File: config.mk
export PLATFORM = sky130hd
export DESIGN_NAME = fifo_27_drain
export DESIGN_NICKNAME = d
export VERILOG_FILES = /design/src/rtl/fifo_27_drain.sv
export SDC_FILE = /design/constraint.sdc
export NUM_CORES = 1
export LEC_CHECK = 0
export ABC_AREA = 1
export BUFFER_PORTS_ARGS = -buffer_cell sky130_fd_sc_hd__buf_2
export CAP_MARGIN = 20
export CELL_PAD_IN_SITES_DETAIL_PLACEMENT = 1
export CELL_PAD_IN_SITES_GLOBAL_PLACEMENT = 2
export CORE_UTILIZATION = 28
export CTS_BUF_LIST = sky130_fd_sc_hd__clkbuf_16
export CTS_CLUSTER_DIAMETER = 50
export DETAILED_ROUTE_END_ITERATION = 7
export HOLD_SLACK_MARGIN = 0.15
export PLACE_DENSITY = 0.7
export SLEW_MARGIN = 0
export SYNTH_ARGS = -nofsm -noshare
export SYNTH_HDL_FRONTEND = slang
export SYNTH_SLANG_ARGS = --single-unit
File: constraint.sdc
create_clock -name clk -period 3 [get_ports clk]
set_input_delay 0.6 -clock clk [delete_from_list [all_inputs] [get_ports clk]]
set_output_delay 0.6 -clock clk [all_outputs]
set_load 0.03 [all_outputs]
File: src/rtl/fifo_27_drain.sv
// fifo_27_drain: read-side consumer for the 27-bit async FIFO (read clock domain).
// Issues FIFO reads against a credit limit, absorbs the FIFO's fixed read
// latency, and buffers words in a small skid buffer. The head word is presented
// as a split {addr, data} record on a valid/ready stream.
// Ports:
//   clk, rst_n          FIFO read clock, async active-low reset
//   enable              permit new FIFO reads (low = stop and drain)
//   fifo_dout/empty     FIFO read data / empty flag
//   fifo_rd_en          FIFO read enable
//   out_addr/out_data   head word fields, out_valid/out_ready handshake
//   idle                registered, high when stopped with nothing pending
//   words_drained       count of accepted output words (wraps)
module fifo_27_drain #(
  parameter int ADDR_W     = 17,
  parameter int DATA_W     = 10,
  parameter int RD_LATENCY = 1,
  parameter int BUF_DEPTH  = 4
) (
  input  logic              clk,
  input  logic              rst_n,
  input  logic              enable,
  input  logic [26:0]       fifo_dout,
  input  logic              fifo_empty,
  output logic              fifo_rd_en,
  output logic [ADDR_W-1:0] out_addr,
  output logic [DATA_W-1:0] out_data,
  output logic              out_valid,
  input  logic              out_ready,
  output logic              idle,
  output logic [31:0]       words_drained
);

  generate
    if (ADDR_W + DATA_W != 27) begin : g_bad_split
      $error("fifo_27_drain: ADDR_W + DATA_W must equal 27");
    end
    if (RD_LATENCY < 1 || RD_LATENCY > 2) begin : g_bad_lat
      $error("fifo_27_drain: RD_LATENCY must be 1 or 2");
    end
    if (BUF_DEPTH < RD_LATENCY + 1) begin : g_bad_depth
      $error("fifo_27_drain: BUF_DEPTH must be >= RD_LATENCY+1");
    end
  endgenerate

  localparam int CNT_W = $clog2(BUF_DEPTH + 1);
  localparam int PTR_W = (BUF_DEPTH > 1) ? $clog2(BUF_DEPTH) : 1;
  localparam logic [CNT_W:0]   DEPTH_C  = (CNT_W+1)'(BUF_DEPTH);
  localparam logic [CNT_W-1:0] FULL_C   = CNT_W'(BUF_DEPTH);
  localparam logic [PTR_W-1:0] LAST_PTR = PTR_W'(BUF_DEPTH - 1);

  typedef struct packed {
    logic [ADDR_W-1:0] addr;
    logic [DATA_W-1:0] data;
  } rec_t;

  typedef enum logic [1:0] {IDLE, RUN, DRAIN} state_t;

  rec_t [BUF_DEPTH-1:0] buf_q;
  logic [PTR_W-1:0]     head_q, tail_q;
  logic [CNT_W-1:0]     occ_q, occ_nxt, infl, infl_nxt;
  // vld_pipe[i] set = a read issued i cycles ago; the top bit is the capture strobe
  logic [RD_LATENCY:1]  vld_pipe;
  logic                 cap, pop;
  state_t               state_q, state_nxt;

  function automatic logic [PTR_W-1:0] nxt_ptr(input logic [PTR_W-1:0] p);
    return (p == LAST_PTR) ? '0 : p + 1'b1;
  endfunction

  assign cap       = vld_pipe[RD_LATENCY];
  assign out_valid = (occ_q != '0);
  assign pop       = out_valid & out_ready;
  assign out_addr  = buf_q[head_q].addr;
  assign out_data  = buf_q[head_q].data;

  always_comb begin
    infl = '0;
    for (int i = 1; i <= RD_LATENCY; i++) infl = infl + CNT_W'(vld_pipe[i]);
    occ_nxt  = occ_q + CNT_W'(cap) - CNT_W'(pop);
    infl_nxt = infl - CNT_W'(cap) + CNT_W'(fifo_rd_en);
  end

  // state register + datapath
  always_ff @(posedge clk or negedge rst_n) begin
    if (!rst_n) begin
      state_q       <= IDLE;
      idle          <= 1'b1;
      occ_q         <= '0;
      head_q        <= '0;
      tail_q        <= '0;
      vld_pipe      <= '0;
      buf_q         <= '0;
      words_drained <= '0;
    end else begin
      state_q <= state_nxt;
      idle    <= (state_nxt == IDLE);
      vld_pipe[1] <= fifo_rd_en;
      for (int i = 2; i <= RD_LATENCY; i++) vld_pipe[i] <= vld_pipe[i-1];
      occ_q <= occ_nxt;
      if (cap) begin
        // credit rule should make this unreachable
        if (!pop) assert (occ_q != FULL_C);
        buf_q[tail_q] <= rec_t'(fifo_dout);
        tail_q        <= nxt_ptr(tail_q);
      end
      if (pop) begin
        head_q        <= nxt_ptr(head_q);
        words_drained <= words_drained + 32'd1;
      end
    end
  end

  // next state; DRAIN->IDLE looks at post-edge counts so idle rises right
  // after the last word leaves
  always_comb begin
    state_nxt = state_q;
    case (state_q)
      IDLE:    if (enable) state_nxt = RUN;
      RUN:     if (!enable) state_nxt = DRAIN;
      DRAIN:   if (enable) state_nxt = RUN;
               else if (occ_nxt == '0 && infl_nxt == '0) state_nxt = IDLE;
      default: state_nxt = IDLE;
    endcase
  end

  // outputs: read issue against buffer credit (buffered + in flight)
  always_comb begin
    fifo_rd_en = rst_n & enable & ~fifo_empty &
                 (({1'b0, occ_q} + {1'b0, infl}) < DEPTH_C);
  end

endmodule

==> results_dict.tcl, run 1 <==
set metrics [dict create \
    worst_pin_slew_ns 1.01 \
    path_max_fanout 25 \
    area_delta_synth_final_pct 19.4 \
    overflow 0 \
    fin_skew_ns 0.0107 \
    first_global_vias 6227 \
    drv_cap 0 \
    clkSinkCount 151 \
    grt_pass1_wl_microns 34200 \
    place_congestion 0.747 \
    leakagePower_nw 4.12 \
    clock_path_buffers 2 \
    setup_viol 0 \
    initial_core_util 0.289 \
    port-buffer-count 93 \
    synth_area_leaders "dfrtp_1 53%, nand2_1 13%, o21ai_0 11%, nor2_1 5.1%, inv_1 3.7%" \
    crit_type "flip-flop to primary output" \
    via_count 6000 \
    cts_hold_buf 0 \
    drive_gt1_frac 0.170 \
    fin_crit_sh 0.874 \
    ant_nets 0 \
    yosys_warnings 0 \
    fillers 2978 \
    die_height_microns 161 \
    cts_resized 0 \
    hold_viol 0 \
    yosys.cell_count.top_type "nand2_1" \
    status "finished clean" \
    drc_errors 0 \
    fmax_mhz 381 \
    h-tree-depth 4 \
    via_per_inst 4.63 \
    fin_setup_tns_ns 0 \
    post-cts-setup-buffers 0 \
    async_flop_share 1.00 \
    cts_made_buffers 17 \
    core_sq_um 24600 \
    rows 57 \
    synth-main-ff-cell "dfrtp_1" \
    root_buffer "clkbuf_16" \
    fin_total_pwr_mw 8.66 \
    synth_seq_cells 151 \
    synth_edf_count 0 \
    rsz0062_at_grt "no" \
    clkTransAtPathRegs_ns 0.06 \
    slew_violations 0 \
    antennaDiodeCount 0 \
    ys_top_cells_by_count "239 x nand2_1, 161 x o21ai_0, 150 x dfrtp_1" \
    die_area_sq_um 26100 \
    final_nets 1002 \
    crit_arrival_ns 2.02 \
    synth_fp_nets 913 \
    peakVddDrop_mv 0.478 \
    io_pins 94 \
    track_usage 0.169 \
    period_needed_ns 2.62 \
    synthDistinctLibCells 28 \
    syn_inst 871 \
    end_kind "primary output" \
    die_w_microns 161 \
    ff2ff_path_depth 12 \
    crit_required_ns 2.40 \
    power.density_nw_per_um2 1020 \
    slew_headroom 0.326 \
    antenna_found_initial 0 \
    ys_seq_area_frac 0.531 \
    avgSynthCellArea_sq_um 8.17 \
    regToRegSetupSlack_ns 0.45 \
    clock_latency_ns 0.44 \
    wl_per_cell_microns 15.9 \
    first_pass_iters 4 \
    syn-cell-area_sq_um 7120 \
    drt-initial-drc-count 309 \
    hold_path.class "input port to asynchronous set/reset pin" \
    place_inst 1265 \
    start_kind "flip-flop" \
    wirelength_microns 20600 \
    synth_top_area_share 0.528 \
    grt_max_degree 62 \
    stdcell_count 1296 \
    dp_hpwl_microns 13800 \
    cts_tree "yes" \
    yosysTopAreaCell "dfrtp_1" \
]
==> per-layer routing <==
layer	up-vias	track usage	routed length [microns]
met5	-	0	0
met2	85	0.274	9530
met3	21	0.0313	655
li1	2986	-	-
met1	2908	0.225	10200
met4	0	0.0566	294
==> cells by family after synthesis <==
group	after synthesis	share of synthesized area
compound gates	198	0.144
xor+xnor	15	0.0185
fa+ha+maj	10	0.0186
buf+inv	111	0.0614
flops	151	0.531
simple gates	386	0.226
==> path summary, 6_finish.rpt <==
path | start | to
setup reg to reg | occ_q[2]$_DFF_PN0_ | idle$_DFF_PN1_
max in group asynchronous | rst_n | head_q[0]$_DFFE_PN0P_
setup / recovery | head_q[0]$_DFFE_PN0P_ | out_addr[6]
hold / removal | rst_n | buf_q[39]$_DFFE_PN0P_
min in group clk | enable | state_q[0]$_DFF_PN0_
hold reg to reg | buf_q[72]$_DFFE_PN0P_ | buf_q[72]$_DFFE_PN0P_
==> registers in the layout (all words and copies together) (netlist names) <==
register,count
occ_q,3
buf_q,108
idle,1
head_q,2
state_q,2
words_drained,32
cap,1
tail_q,2
==> layout make-up <==
class,count,area (sq um),share of cell area
multi-input cells,609,2910,0.342
repair buffers,109,592,0.0696
clock inverters,14,115,0.0135
clock buffers,17,425,0.0501
inverters,72,270,0.0318
flip-flops and latches,151,3780,0.445
well taps,324,405,0.0477
==> where the power goes <==
group / total [mW] / switching (mW) / internal (mW) / leakage (nW)
sequential: 3.27 / 0.441 / 2.83 / 1.73
clock: 2.02 / 0.894 / 1.12 / 0.255
combinational: 3.37 / 2.30 / 1.07 / 2.13
total: 8.66 / 3.63 / 5.03 / 4.12
==> cells in the final DEF, fill, tap and decap left out <==
cell,instances
nand4_1,8
dfrtp_1,149
o22ai_1,27
bufinv_16,1
buf_6,1
dfstp_2,1
nand2_1,235
inv_1,73
nor2_4,5
clkbuf_16,17
fa_1,1
nor3_1,3
inv_2,1
nand2_2,7
clkinv_2,3
and3_1,1
o21ai_1,9
nand3_4,2
dfrtp_2,1
clkinv_4,2
buf_2,92
a21oi_1,1
and2_1,1
xnor2_1,9
nand3_1,13
nand3b_1,5
ha_1,9
buf_4,16
clkinvlp_4,6
nor2_2,8
or2_2,2
xor2_1,6
nor2_1,96
o21ai_0,161
==> worst max-delay path, cell delays in order (launching register included) <==
cell and delay [ns]:
dfrtp_2 0.40, inv_2 0.38, buf_4 0.29, o21ai_0 0.09, o22ai_1 0.19, buf_2 0.24
==> per-stage QoR <==
step	area, sq um	worst slack (ns)	util	hold slack [ns]
6_report	8500	0.377	0.345	0.309
5_1_grt	8500	0.241	0.345	0.356
4_1_cts	8500	0.340	0.345	0.326
3_5_place_dp	7960	0.373	0.323	0.468
3_3_place_gp	7960	0.447	0.323	0.462
2_1_floorplan	7120	0.352	-	0.304
Power figures use the tool's default switching activity.
==> inputs of run 2 (changes only) <==
--- a/config.mk
+++ b/config.mk
@@ -15,7 +15,7 @@
 export CTS_CLUSTER_DIAMETER = 50
 export DETAILED_ROUTE_END_ITERATION = 7
 export HOLD_SLACK_MARGIN = 0.15
-export PLACE_DENSITY = 0.7
+export PLACE_DENSITY = 0.73
 export SLEW_MARGIN = 0
 export SYNTH_ARGS = -nofsm -noshare
 export SYNTH_HDL_FRONTEND = slang
==> constraint.sdc (replaced) <==
create_clock -name clk -period 2.3 [get_ports clk]
set_input_delay 0.46 -clock clk [delete_from_list [all_inputs] [get_ports clk]]
set_output_delay 0.46 -clock clk [all_outputs]
set_load 0.03 [all_outputs]
==> run 2 against run 1 <==
- critical path depth is 7 higher
- wire length is 0.50% lower
- core utilization is 1.6 points higher
- flip-flop and latch count stayed put
- worst setup slack worse by 0.33 ns
==> results_dict.tcl, run 2 (synthesized netlist as in run 1, its figures left out) <==
set metrics [dict create \
    largest-register "buf_q" \
    power.density_nw_per_um2 1340 \
    fin_skew_ns 0.0100 \
    via_count 6023 \
    crit_type "flip-flop to flip-flop" \
    initial_core_util 0.289 \
    first_global_vias 6333 \
    dp_hpwl_microns 13700 \
    rows 57 \
    wirelength_microns 20500 \
    place_congestion 0.711 \
    largest_reg_flops 108 \
    status "finished clean" \
    first_pass_iters 4 \
    drt-initial-drc-count 261 \
    setup_viol 0 \
    hold_viol 0 \
    grt_pass1_wl_microns 34600 \
    slew_violations 0 \
    root_buffer "clkbuf_16" \
    drive_gt1_frac 0.201 \
    final_common_cell "nand2_1" \
    fillers 2949 \
    start_kind "flip-flop" \
    area_delta_synth_final_pct 24.8 \
    crit_arrival_ns 2.61 \
    clock_latency_ns 0.42 \
    seqCellArea_sq_um 3780 \
    fmax_mhz 444 \
    track_usage 0.168 \
    end_kind "flip-flop" \
    overflow 0 \
    worst_pin_slew_ns 0.712 \
    rsz0062_at_grt "yes" \
    io_pins 94 \
    clkSinkCount 151 \
    crit_required_ns 2.66 \
    slew_headroom 0.525 \
    wl_per_cell_microns 15.5 \
    drc_errors 0 \
    postLayoutCoreUtil 0.361 \
    path_max_fanout 2 \
    die_height_microns 161 \
    die_w_microns 161 \
    cts_tree "yes" \
    fin_crit_sh 0.980 \
    stdcell_count 1322 \
    cts_made_buffers 17 \
    multi_input_area_sq_um 2980 \
    via_per_inst 4.56 \
    die_area_sq_um 26100 \
    mostFrequentLayoutCells "235 x nand2_1, 161 x o21ai_0, 149 x dfrtp_1" \
    h-tree-depth 4 \
    final_nets 1026 \
    grt_max_degree 55 \
    period_needed_ns 2.25 \
    largestRegisters "buf_q (108), words_drained (32), occ_q (3)" \
    place_inst 1271 \
    peakVddDrop_mv 0.585 \
    leakagePower_nw 4.31 \
    drv_cap 0 \
    ant_nets 0 \
    antenna_found_initial 1 \
    clock_path_buffers 2 \
    port-buffer-count 93 \
    clkTransAtPathRegs_ns 0.06 \
    hold_path.class "input port to flip-flop" \
    core_sq_um 24600 \
]
run 2: cell types whose count changed in the layout (fill, tap and decap cells not counted), sizes merged:
cell	delta
buf	+20
bufinv	+2
clkinvlp	-5
dlygate4sd3	+1
clkbuf	+3
inv	+1
clkinv	+3
diode	+1
run 2: worst max-delay path, cell delays in order (launching register included):
cell	delay, ns
dfrtp_1	0.39
nor2_2	0.16
nand2_4	0.07
nand2_4	0.08
inv_4	0.04
ha_4	0.25
inv_2	0.04
ha_4	0.14
fa_1	0.45
or2_4	0.26
nor3_4	0.16
a21oi_2	0.07
nor2_1	0.08
run 2: worst paths after layout:
kind                                        from                     to  slack (ns)  depth (start not counted)
max                           occ_q[0]$_DFF_PN0_         idle$_DFF_PN1_        0.05                         12
min                                       enable   state_q[0]$_DFF_PN0_        0.33                          2
max reg2reg                   occ_q[0]$_DFF_PN0_         idle$_DFF_PN1_        0.05                         12
min reg2reg                buf_q[66]$_DFFE_PN0P_  buf_q[66]$_DFFE_PN0P_        0.48                          2
max in group asynchronous                  rst_n  head_q[0]$_DFFE_PN0P_        0.86                          4
min in group asynchronous                  rst_n  buf_q[96]$_DFFE_PN0P_        0.54                          3
run 2: layer usage:
metal | vias up | global-route usage | share of wire
met5 | - | 0 | 0
met4 | 0 | 0.0399 | 0.0064
met3 | 6 | 0.0321 | 0.033
met2 | 84 | 0.277 | 0.47
met1 | 2901 | 0.228 | 0.49
li1 | 3032 | - | -
run 2: stage by stage:
| stage | power (mW) | hold slack (ns) | setup WS [ns] | TNS, ns | instance area (sq um) |
|---|---|---|---|---|---|
| floorplan | 7.37 | 0.164 | -0.148 | -0.278 | 7150 |
| global placement | 8.83 | 0.278 | 0.0647 | 0 | 8100 |
| detailed placement | 8.96 | 0.279 | -0.0429 | -0.0463 | 8100 |
| CTS | 12.0 | 0.306 | -0.0252 | -0.0252 | 8800 |
| global route | 12.8 | 0.328 | -0.0930 | -0.118 | 8880 |
| finish | 11.9 | 0.327 | 0.0453 | 0 | 8880 |
run 2: cell type report:
cell class                      count  area share
Timing Repair Buffer              133      0.0960
Clock inverter                     15      0.0183
Tap cell                          324      0.0457
Clock buffer                       17      0.0479
Antenna cell                        1    0.000282
Inverter                           72      0.0307
Multi-Input combinational cell    609       0.335
Sequential cell                   151       0.426
run 2: where the power goes:
group	internal, mW	leakage [nW]	total (mW)	switching [mW]
Sequential	3.70	1.73	4.29	0.590
Clock	1.69	0.294	2.84	1.15
Combinational	1.66	2.29	4.77	3.11
Total	7.05	4.31	11.9	4.84
run 2: repair_timing:
action | CTS | global route
pin swaps | 9 | 5
hold buffers | 1 | 0
gates resized for setup | 4 | 12
endpoints found under the setup margin | 3 | 15
buffers inserted | 13 | 5
hold endpoints to repair | 28 | 0
cloned | 0 | 0
==> inputs of run 3 (changes only) <==
--- a/config.mk
+++ b/config.mk
@@ -16,6 +16,7 @@
 export DETAILED_ROUTE_END_ITERATION = 7
 export HOLD_SLACK_MARGIN = 0.15
 export PLACE_DENSITY = 0.73
+export RECOVER_POWER = 100
 export SLEW_MARGIN = 0
 export SYNTH_ARGS = -nofsm -noshare
 export SYNTH_HDL_FRONTEND = slang
==> run 3 against run 2 <==
- die area did not move
- combinational power barely moved
- hold slack improved by 0.00083 ns
- worst setup slack got worse by 0.0020 ns
- critical endpoint unchanged
==> results_dict.tcl, run 3 (synthesized netlist as in run 1, its figures left out) <==
set metrics [dict create \
    largest_reg_flops 108 \
    crit_arrival_ns 2.61 \
    path_max_fanout 2 \
    final_nets 1026 \
    power.density_nw_per_um2 1340 \
    crit_buf_inv 2 \
    fmax_mhz 443 \
    status "finished clean" \
    fin_total_pwr_mw 11.9 \
    slowest_delay_ns 0.45 \
    clock_path_buffers 2 \
    hold_viol 0 \
    crit_type "flip-flop to flip-flop" \
    worst_pin_slew_ns 1.38 \
    setup_viol 0 \
    first_pass_iters 4 \
    use_met2 0.277 \
    area_delta_synth_final_pct 24.7 \
    hold_path.class "input port to flip-flop" \
    cp_cell_sequence "nor2_2 -> nand2_4 -> nand2_4 -> inv_4 -> ha_4 -> inv_2 -> ha_4 -> fa_1 -> or2_4 -> nor3_4 -> a21oi_2 -> nor2_1" \
    wl_per_cell_microns 15.5 \
    die_w_microns 161 \
    fin_setup_tns_ns 0 \
    via_per_inst 4.55 \
    leakagePower_nw 4.31 \
    first_global_vias 6333 \
    antenna_found_initial 1 \
    rsz0062_at_grt "yes" \
    wirelength_microns 20500 \
    place_congestion 0.711 \
    cts_made_buffers 17 \
    drc_errors 0 \
    ant_nets 0 \
    die_area_sq_um 26100 \
    period_needed_ns 2.26 \
    via_count 6015 \
    port-buffer-count 93 \
    root_buffer "clkbuf_16" \
    slew_violations 0 \
    h-tree-depth 4 \
    fin_skew_ns 0.0101 \
    drive_gt1_frac 0.199 \
    fin_crit_sh 0.981 \
    cts_tree "yes" \
    use_met1 0.228 \
    grtUsageMet3 0.0321 \
    core_sq_um 24600 \
    overflow 0 \
    die_height_microns 161 \
    end_kind "flip-flop" \
    track_usage 0.168 \
    largestRegisters "buf_q (108), words_drained (32), occ_q (3)" \
    critical_path.top_delay_family "adder cells" \
    dp_hpwl_microns 13700 \
    io_pins 94 \
    peakVddDrop_mv 0.584 \
    slew_headroom 0.0791 \
    rows 57 \
    grt_max_degree 55 \
    largest-register "buf_q" \
    mostFrequentLayoutCells "235 x nand2_1, 161 x o21ai_0, 149 x dfrtp_1" \
    clkTransAtPathRegs_ns 0.06 \
    initial_core_util 0.289 \
    grt_pass1_wl_microns 34600 \
    final_common_cell "nand2_1" \
    clock_latency_ns 0.42 \
    drv_cap 0 \
    crit_required_ns 2.65 \
    drt-initial-drc-count 249 \
    cp_slowest_cell "fa_1" \
    start_kind "flip-flop" \
    grt_busiest_layer "met2" \
    clkSinkCount 151 \
]
==> run 3: cell count changes in the layout (fill, tap and decap cells not counted), sizes merged <==
cell,delta
clkbuf,+2
buf,-2
==> run 3: path summary, 6_finish.rpt <==
check	cells after the start	endpoint	slack [ns]	from
min reg2reg	2	buf_q[27]$_DFFE_PN0P_	0.48	buf_q[27]$_DFFE_PN0P_
min	2	state_q[0]$_DFF_PN0_	0.33	enable
max	12	idle$_DFF_PN1_	0.04	occ_q[0]$_DFF_PN0_
max reg2reg	12	idle$_DFF_PN1_	0.04	occ_q[0]$_DFF_PN0_
min in group asynchronous	3	buf_q[96]$_DFFE_PN0P_	0.53	rst_n
max in group asynchronous	3	buf_q[16]$_DFFE_PN0P_	0.40	rst_n
==> run 3: final cells by class <==
type,count,area [sq um]
antenna,1,2.50
clock buffer,17,425
clock inverter,15,163
multi-input combinational,609,2980
tap,324,405
inverter,72,273
sequential,151,3780
timing repair buffer,133,845
fill,2950,15700
==> run 3: power breakdown <==
| group | switching, mW | internal, mW | leakage, nW |
|---|---|---|---|
| Sequential | 0.591 | 3.70 | 1.73 |
| Clock | 1.14 | 1.69 | 0.294 |
| Combinational | 3.11 | 1.66 | 2.28 |
| Total | 4.84 | 7.05 | 4.31 |
==> run 3: per-stage QoR <==
| stage | worst slack, ns | cells | hold WS, ns | area (sq um) | util |
|---|---|---|---|---|---|
| floorplan | -0.148 | 871 | 0.164 | 7150 | - |
| global placement | 0.0647 | 1271 | 0.278 | 8100 | 0.329 |
| detailed placement | -0.0429 | 1271 | 0.279 | 8100 | 0.329 |
| CTS | -0.0252 | 1317 | 0.306 | 8800 | 0.358 |
| global route | -0.0930 | 1321 | 0.328 | 8870 | 0.360 |
| finish | 0.0434 | 1322 | 0.328 | 8870 | 0.361 |
==> run 3: metal layers <==
| metal | wire length, microns | vias up |
|---|---|---|
| met5 | 0 | - |
| met4 | 131 | 0 |
| met3 | 655 | 6 |
| met2 | 9660 | 79 |
| met1 | 10100 | 2897 |
| li1 | - | 3033 |
==> run 3: what timing repair did <==
| item | CTS | global route |
|---|---|---|
| setup buffers | 13 | 5 |
| resized for setup | 4 | 12 |
| endpoints found under the hold margin | 28 | 0 |
| hold buffers | 1 | 0 |
| pin swaps | 9 | 5 |
| endpoints found under the setup margin | 3 | 15 |
